## config.mk

```make
export PLATFORM = sky130hd
export DESIGN_NAME = apb_master_arbiter
export DESIGN_NICKNAME = d
export VERILOG_FILES = /design/src/rtl/apb_arb_pkg.sv /design/src/rtl/rr_priority_picker.sv /design/src/rtl/apb_master_arbiter.sv
export SDC_FILE = /design/constraint.sdc
export NUM_CORES = 1
export LEC_CHECK = 0
export BUFFER_PORTS_ARGS = -buffer_cell sky130_fd_sc_hd__buf_4
export CAP_MARGIN = 10
export CORE_UTILIZATION = 45
export CTS_BUF_LIST = sky130_fd_sc_hd__clkbuf_2
export DETAILED_ROUTE_END_ITERATION = 8
export GPL_TIMING_DRIVEN = 0
export HOLD_SLACK_MARGIN = 0.06
export PLACE_DENSITY = 0.88
export SETUP_SLACK_MARGIN = 0.1
export SYNTH_ARGS = -nofsm -noshare
export SYNTH_HDL_FRONTEND = slang
export SYNTH_HIERARCHICAL = 1
export SYNTH_SLANG_ARGS = --single-unit
```

## constraint.sdc

```tcl
create_clock -name pclk -period 3.2 [get_ports pclk]
set_input_delay 0.48 -clock pclk [delete_from_list [all_inputs] [get_ports pclk]]
set_output_delay 0.48 -clock pclk [all_outputs]
set_load 0.1 [all_outputs]
```

## src/rtl/apb_arb_pkg.sv

```systemverilog
// Shared types and widths for the APB master arbiter.
// State encoding and APB address/data widths.
package apb_arb_pkg;

  localparam int APB_ADDR_W = 3;
  localparam int APB_DATA_W = 16;

  typedef enum logic [1:0] {
    IDLE   = 2'd0,
    SETUP  = 2'd1,
    ACCESS = 2'd2
  } apb_state_e;

endpackage

```

## src/rtl/rr_priority_picker.sv

```systemverilog
// Combinational round-robin picker.
// Returns the first requesting line at or after ptr_i.
module rr_priority_picker
  import apb_arb_pkg::*;
#(
  parameter int N  = 2,
  parameter int PW = 1
) (
  input  logic [N-1:0]  req_i,
  input  logic [PW-1:0] ptr_i,
  output logic [N-1:0]  gnt_o,
  output logic          valid_o
);

  // Walk offsets from the pointer, take the first hit
  always_comb begin
    gnt_o   = '0;
    valid_o = 1'b0;
    for (int i = 0; i < N; i++) begin
      for (int j = 0; j < N; j++) begin
        if (!valid_o && req_i[j] &&
            (((int'(ptr_i) + i) % N) == j)) begin
          gnt_o[j] = 1'b1;
          valid_o  = 1'b1;
        end
      end
    end
  end

endmodule

```

## src/rtl/apb_master_arbiter.sv

```systemverilog
// Round-robin arbiter in front of one APB master port.
// Optional ACCESS timeout: define APB_ARB_TIMEOUT_EN.
module apb_master_arbiter
  import apb_arb_pkg::*;
#(
  parameter int NUM_REQ        = 2,
  parameter int TIMEOUT_CYCLES = 16
) (
  input  logic                          pclk,
  input  logic                          preset,
  input  logic [NUM_REQ-1:0]            req,
  input  logic [NUM_REQ*APB_ADDR_W-1:0] req_addr,
  input  logic [NUM_REQ-1:0]            req_write,
  input  logic [NUM_REQ*APB_DATA_W-1:0] req_wdata,
  output logic [NUM_REQ-1:0]            done,
  output logic                          err,
  output logic [APB_DATA_W-1:0]         rdata,
  output logic [APB_ADDR_W-1:0]         paddr,
  output logic                          psel,
  output logic                          penable,
  output logic                          pwrite,
  output logic [APB_DATA_W-1:0]         pwdata,
  input  logic                          pready,
  input  logic [APB_DATA_W-1:0]         prdata
);

  localparam int PW =
    (NUM_REQ > 1) ? $clog2(NUM_REQ) : 1;

  if (NUM_REQ < 2 || NUM_REQ > 4 ||
      TIMEOUT_CYCLES < 1) begin : g_bad_cfg
    $error("apb_master_arbiter: bad parameters");
  end

  apb_state_e            state_q;
  logic                  psel_q;
  logic                  penable_q;
  logic                  pwrite_q;
  logic [APB_ADDR_W-1:0] paddr_q;
  logic [APB_DATA_W-1:0] pwdata_q;
  logic [NUM_REQ-1:0]    grant_q;
  logic [PW-1:0]         ptr_q;
  logic [PW-1:0]         ptr_d;

  logic [NUM_REQ-1:0]    pick_gnt;
  logic                  pick_vld;
  logic [APB_ADDR_W-1:0] sel_addr;
  logic                  sel_wr;
  logic [APB_DATA_W-1:0] sel_wd;
  logic [PW-1:0]         sel_idx;
  logic                  tmo;
  logic                  fin;

  rr_priority_picker #(
    .N  (NUM_REQ),
    .PW (PW)
  ) u_pick (
    .req_i   (req),
    .ptr_i   (ptr_q),
    .gnt_o   (pick_gnt),
    .valid_o (pick_vld)
  );

  // Mux the winner's command and compute the next pointer
  always_comb begin
    sel_addr = '0;
    sel_wr   = 1'b0;
    sel_wd   = '0;
    sel_idx  = '0;
    for (int j = 0; j < NUM_REQ; j++) begin
      if (pick_gnt[j]) begin
        sel_addr = req_addr[j*APB_ADDR_W +: APB_ADDR_W];
        sel_wr   = req_write[j];
        sel_wd   = req_wdata[j*APB_DATA_W +: APB_DATA_W];
        sel_idx  = PW'(j);
      end
    end
    ptr_d = (sel_idx == PW'(NUM_REQ - 1)) ?
            '0 : sel_idx + 1'b1;
  end

`ifdef APB_ARB_TIMEOUT_EN
  localparam int CW = $clog2(TIMEOUT_CYCLES + 1);

  logic [CW-1:0] cnt_q;

  assign tmo = (state_q == ACCESS) && !pready &&
               (cnt_q == CW'(TIMEOUT_CYCLES - 1));

  // Count ACCESS wait cycles, cleared on entry
  always_ff @(posedge pclk or posedge preset) begin
    if (preset) begin
      cnt_q <= '0;
    end else if (state_q == SETUP) begin
      cnt_q <= '0;
    end else if (state_q == ACCESS && !pready && !tmo) begin
      cnt_q <= cnt_q + 1'b1;
    end
  end
`else
  assign tmo = 1'b0;
`endif

  assign fin = (state_q == ACCESS) && pready;

  // Completion response goes only to the locked grant
  always_comb begin
    done  = (fin || tmo) ? grant_q : '0;
    rdata = fin ? prdata : '0;
    err   = tmo;
  end

  // APB master FSM with registered bus outputs
  always_ff @(posedge pclk or posedge preset) begin
    if (preset) begin
      state_q   <= IDLE;
      psel_q    <= 1'b0;
      penable_q <= 1'b0;
      pwrite_q  <= 1'b0;
      paddr_q   <= '0;
      pwdata_q  <= '0;
      grant_q   <= '0;
      ptr_q     <= '0;
    end else begin
      unique case (state_q)
        IDLE: begin
          if (pick_vld) begin
            state_q   <= SETUP;
            psel_q    <= 1'b1;
            penable_q <= 1'b0;
            grant_q   <= pick_gnt;
            paddr_q   <= sel_addr;
            pwrite_q  <= sel_wr;
            pwdata_q  <= sel_wd;
            ptr_q     <= ptr_d;
          end
        end
        SETUP: begin
          state_q   <= ACCESS;
          penable_q <= 1'b1;
        end
        ACCESS: begin
          if (fin || tmo) begin
            state_q   <= IDLE;
            psel_q    <= 1'b0;
            penable_q <= 1'b0;
          end
        end
        default: begin
          state_q   <= IDLE;
          psel_q    <= 1'b0;
          penable_q <= 1'b0;
        end
      endcase
    end
  end

  assign psel    = psel_q;
  assign penable = penable_q;
  assign pwrite  = pwrite_q;
  assign paddr   = paddr_q;
  assign pwdata  = pwdata_q;

endmodule

```

Yosys cells after proc, flatten, opt, wreduce, memory -nomap -nowiden:

Index checks and enable logic that the tools add are counted.

* bits in registers: 27
* input port bits: 61
* output and inout bits: 41
* word-level logic and storage cells: 59

* add/sub/neg operators: 2
* equality and inequality tests: 5
* muxes and demuxes: 25
* bitwise gates (word level): 2
* reduce and logical (&&, ||, !) cells: 17

Operators with widths (count)
* 32-bit zero test: 2
* 16-bit 2-to-1 mux: 3
* 1-bit 2-to-1 mux: 14
* 1-bit logical AND: 8
* 2-bit 2-to-1 mux: 3
* 3-bit 2-to-1 mux: 2
* 1-bit case mux with 3 select lines: 2
* 2-bit case mux with 3 select lines: 1
* 2-bit == test (second input constant): 2
* 2-bit != test (second input constant): 2
* 2-bit AND reduction: 2
* 1-bit zero test: 3
* 3-bit AND reduction: 1
* 1-bit adder (second input constant): 2
* 2-bit by 1-bit == test with 1-bit output (second input constant): 1
* 2-bit zero test: 1
* 1-bit bitwise AND (first input constant): 1
* 1-bit inverter: 1

Logic depth before layout (Yosys ltp):

* depth after elaboration: 18
* mapped depth: 6
* mapped depth without buffers: 5

By module:

The synthesis kept the hierarchy.

By module, submodules not included
* apb_master_arbiter: instances 1, cells an instance 129, area each 1362.6 sq um, seq. area each 650.6 sq um
* rr_priority_picker: instances 1, cells an instance 4, area each 25.0 sq um, seq. area each 0.0 sq um

Least setup slack after synthesis:

OpenSTA, ideal clock, no wires.

* path kind: register to output
* start point: register state_q[1]
* end point: output port rdata[10]
* data arrival time: 2255 ps
* required time: 2720 ps
* path slack: 465 ps
* cell stages (with the launch flop): 5
* cell sequence: dfrtp_1 -> nand2_1 -> nor2_2 -> clkbuf_2 -> and2_1

* cells in the longest elaborated chain, start to end: 3

RTL lines
* from (decl): RTL line apb_master_arbiter.sv:35 `apb_state_e state_q;`
* from (signal assigned): RTL line apb_master_arbiter.sv:116 `state_q <= IDLE;`
* from (signal assigned): RTL line apb_master_arbiter.sv:128 `state_q <= SETUP;`
* from (signal assigned): RTL line apb_master_arbiter.sv:139 `state_q <= ACCESS;`
* 2-bit == test: RTL line apb_master_arbiter.sv:104 `assign fin = (state_q == ACCESS) && pready;`
* 1-bit logical AND: RTL line apb_master_arbiter.sv:104
* 16-bit 2-to-1 mux: RTL line apb_master_arbiter.sv:109 `rdata = fin ? prdata : '0;`
* to (decl): RTL line apb_master_arbiter.sv:17 `output logic [APB_DATA_W-1:0] rdata,`

Every way passes these cells.

Worst setup path in the final report:

* start point: register state_q[1]
* end point: output port rdata[5]

Same word-level chain as after synthesis.

==> summary.md <==
| Metric | Value |
|---|---|
| Finished Core Util | slightly below 80% |
| Mapped Avg Cell Area | about 10 um2 |
| Max-cap check violation count | 0 |
| Layout fillers | 196 |
| Total grt overflow | 0 |
| Ys flop type | dfrtp_1 |
| Share of layout cells above drive strength 1 | between 50% and 60% |
| Core Region | around 0.0028 mm2 |
| Die height | about 58 um |
| Slew Viols, Final | 0 |
| Via count | about 1400 |
| Final setup viols | 0 |
| First-pass GRT wire length | 5.59 mm |
| Top post-synthesis cells by count | 26 x dfrtp_1, 21 x nor2_1, 20 x a22oi_1, 18 x and2_1, 17 x a21oi_2 |
| GRT Util Overall | roughly 22% |
| Yosys warnings | 6 |
| Global Route met1 Usage | 23.8% |
| Synthesized cell area | between 0.001 and 0.0015 mm2 |
| Final WL | roughly 3.6 mm |
| ANT cells | 0 |
| Syn nets | 194 |
| Clock root buffer | clkbuf_2 |
| Initial antenna violation count | 0 |
| Clock buffer count from CTS | 3 |
| Met2 Use GR | 40.4% |
| Worst EP required | between 2000 and 3000 ps |
| FP Rows | 19 |
| Worst Path Arrival | 1790 ps |
| HP Class | primary input to async pin |
| Post-CTS Setup Repair Bufs | 0 |
| Detailed placer's ending HPWL | roughly 2.9 mm |
| Fin nets | 299 |
| I/O pins | between 100 and 150 |
| CTS resizes | 0 |
| Clk_skew | between 2 and 3 ps |
| Fin area | 0.00220 mm2 |
| Pin slew with the least headroom to its limit | ~950 ps |
| Avg WL per Cell | ~13 um |
| CTS max path bufs | 2 |
| First-pass iteration count of the detailed router | 6 |
| CTS sink count | 26 |
| Worst Path Max Fanout | 10 |
| Largest net degree at the start of global routing | 27 |
| Post-Syn Instances | between 100 and 150 |
| FMAX | around 440 MHz |
| Outcome | finished, violations left |
| CTS tree | yes |
| Die ar. | 0.00331 mm2 |
| Worst setup path category | register to output port |
| Cell accounting for the most synthesized area | dfrtp_1 |
| Seq/Total Area, Yosys | between 40% and 50% |
| Number of distinct library cells after synthesis | 25 |
| FF+latch count, synth | 26 |
| Vias in the first global route | approximately 1300 |
| Number of flops mapped to enable cells by yosys | 0 |
| Global routing's busiest layer | met2 |
| Count leader, synth | dfrtp_1 |
| Clk pin slew, worst setup/hold paths | 230 ps |
| Area after DPL | 0.00218 mm2 |
| R2R cell count | 6 |
| Top-area cell type share of the netlist area | ~47% |
| Via-per-instance ratio | 5.08 |
| Ys async rst share | 100% |
| Skew-Pair Late Insertion Delay | roughly 330 ps |
| RSZ-0062 raised after global routing | no |
| Chip width | roughly 58 um |
| Port bufs | 100 |
| Storage cell area | approximately 650 um2 |
| Failing checks | design-rule violations |
| CP Launch Type | register |
| Starting Density | 49.0% |
| Residual DRC | 9 |
| Met3 usage | 6.35% |
| H-Tree Depth | 1 |
| Final min period | 2270 ps |
| TNS Setup | 0 ps |
| Final Cycle Share | between 70% and 80% |
| Final Hold Viols | 0 |
| Hold-fix buffers, CTS | 0 |
| Hold WS | ~330 ps |
| Initial DRC Count | 43 |
| Top cells by area, synth | dfrtp_1 47%, a22oi_1 11%, a21oi_2 11% |
| Multi-input gate area | around 620 um2 |
| Routed Antenna Nets | 0 |
| Rel. slew slack | a little over a third |
| Gp weighted congestion | 0.751 |
| Area Growth Syn to Fin | 58.3% |
| Crit end category | output port |
==> worst paths after layout <==
kind	from	end	slack, ps
worst min-delay path	preset	pwrite$_DFFE_PP0P_	330
worst min register to register	psel$_DFFE_PP0P_	psel$_DFFE_PP0P_	520
worst max register to register	ptr_q$_DFFE_PP0P_	pwdata[5]$_DFFE_PP0P_	1700
min in group pclk	pready	state_q[1]$_DFFE_PP0P_	380
max in group asynchronous	preset	pwdata[8]$_DFFE_PP0P_	2300
worst max-delay path	state_q[1]$_DFFE_PP0P_	rdata[5]	930
==> cells in the final DEF, fill, tap and decap left out, types with 2 or more instances in the layout <==
cell      count
buf_4       101
dfrtp_1      26
nor2_1       21
a22oi_1      20
and2_1       18
a21oi_2      17
buf_2         4
clkbuf_2      4
a21oi_1       4
clkbuf_8      2
buf_12        2
mux2_2        2
inv_1         2
a21boi_1      2
==> cell type report <==
type / instances / area share, %
Sequential cell: 26 / 29.6
Inverter: 2 / 0.342
Clock inverter: 1 / 0.171
Buffer: 11 / 5.07
Tap cell: 31 / 1.77
Timing Repair Buffer: 100 / 34.2
Multi-Input combinational cell: 94 / 28.1
Clock buffer: 3 / 0.684
==> stage by stage <==
stage          setup WS (ps)  std cells
2_1_floorplan            465        133
3_3_place_gp            1210        264
3_5_place_dp            1170        264
4_1_cts                  881        268
5_1_grt                  725        268
6_report                 926        268
==> metal layers <==
| layer | routed length [um] | share of wire [%] |
|---|---|---|
| met5 | 0 | 0 |
| met4 | 45 | 1.3 |
| met3 | 401 | 11 |
| met2 | 1830 | 51 |
| met1 | 1280 | 36 |
==> critical path, cell delays in order (launching register included) <==
cell and delay (ps):
dfrtp_1 480, nand2_1 90, nor2_2 210, clkbuf_2 220, and2_1 170, buf_4 300
==> kinds of logic after synthesis <==
group                  Yosys count  share of synthesized area [%]
AOI/OAI and AO/OA               45                           25.1
buffers and inverters           13                           8.57
DFF                             26                           46.9
muxes                            3                           2.34
other                            1                          0.270
and+or+nand+nor                 45                           16.9
==> sequential cells by signal, summed over array words and instances (netlist names) <==
signal	flops
psel	1
ptr_q	1
pwrite	1
paddr	3
grant_q	2
pwdata	16
state_q	2
Power is left out: the tool's default activity adds up to more than one toggle a clock period on the data nets, which glitch-free logic cannot reach.
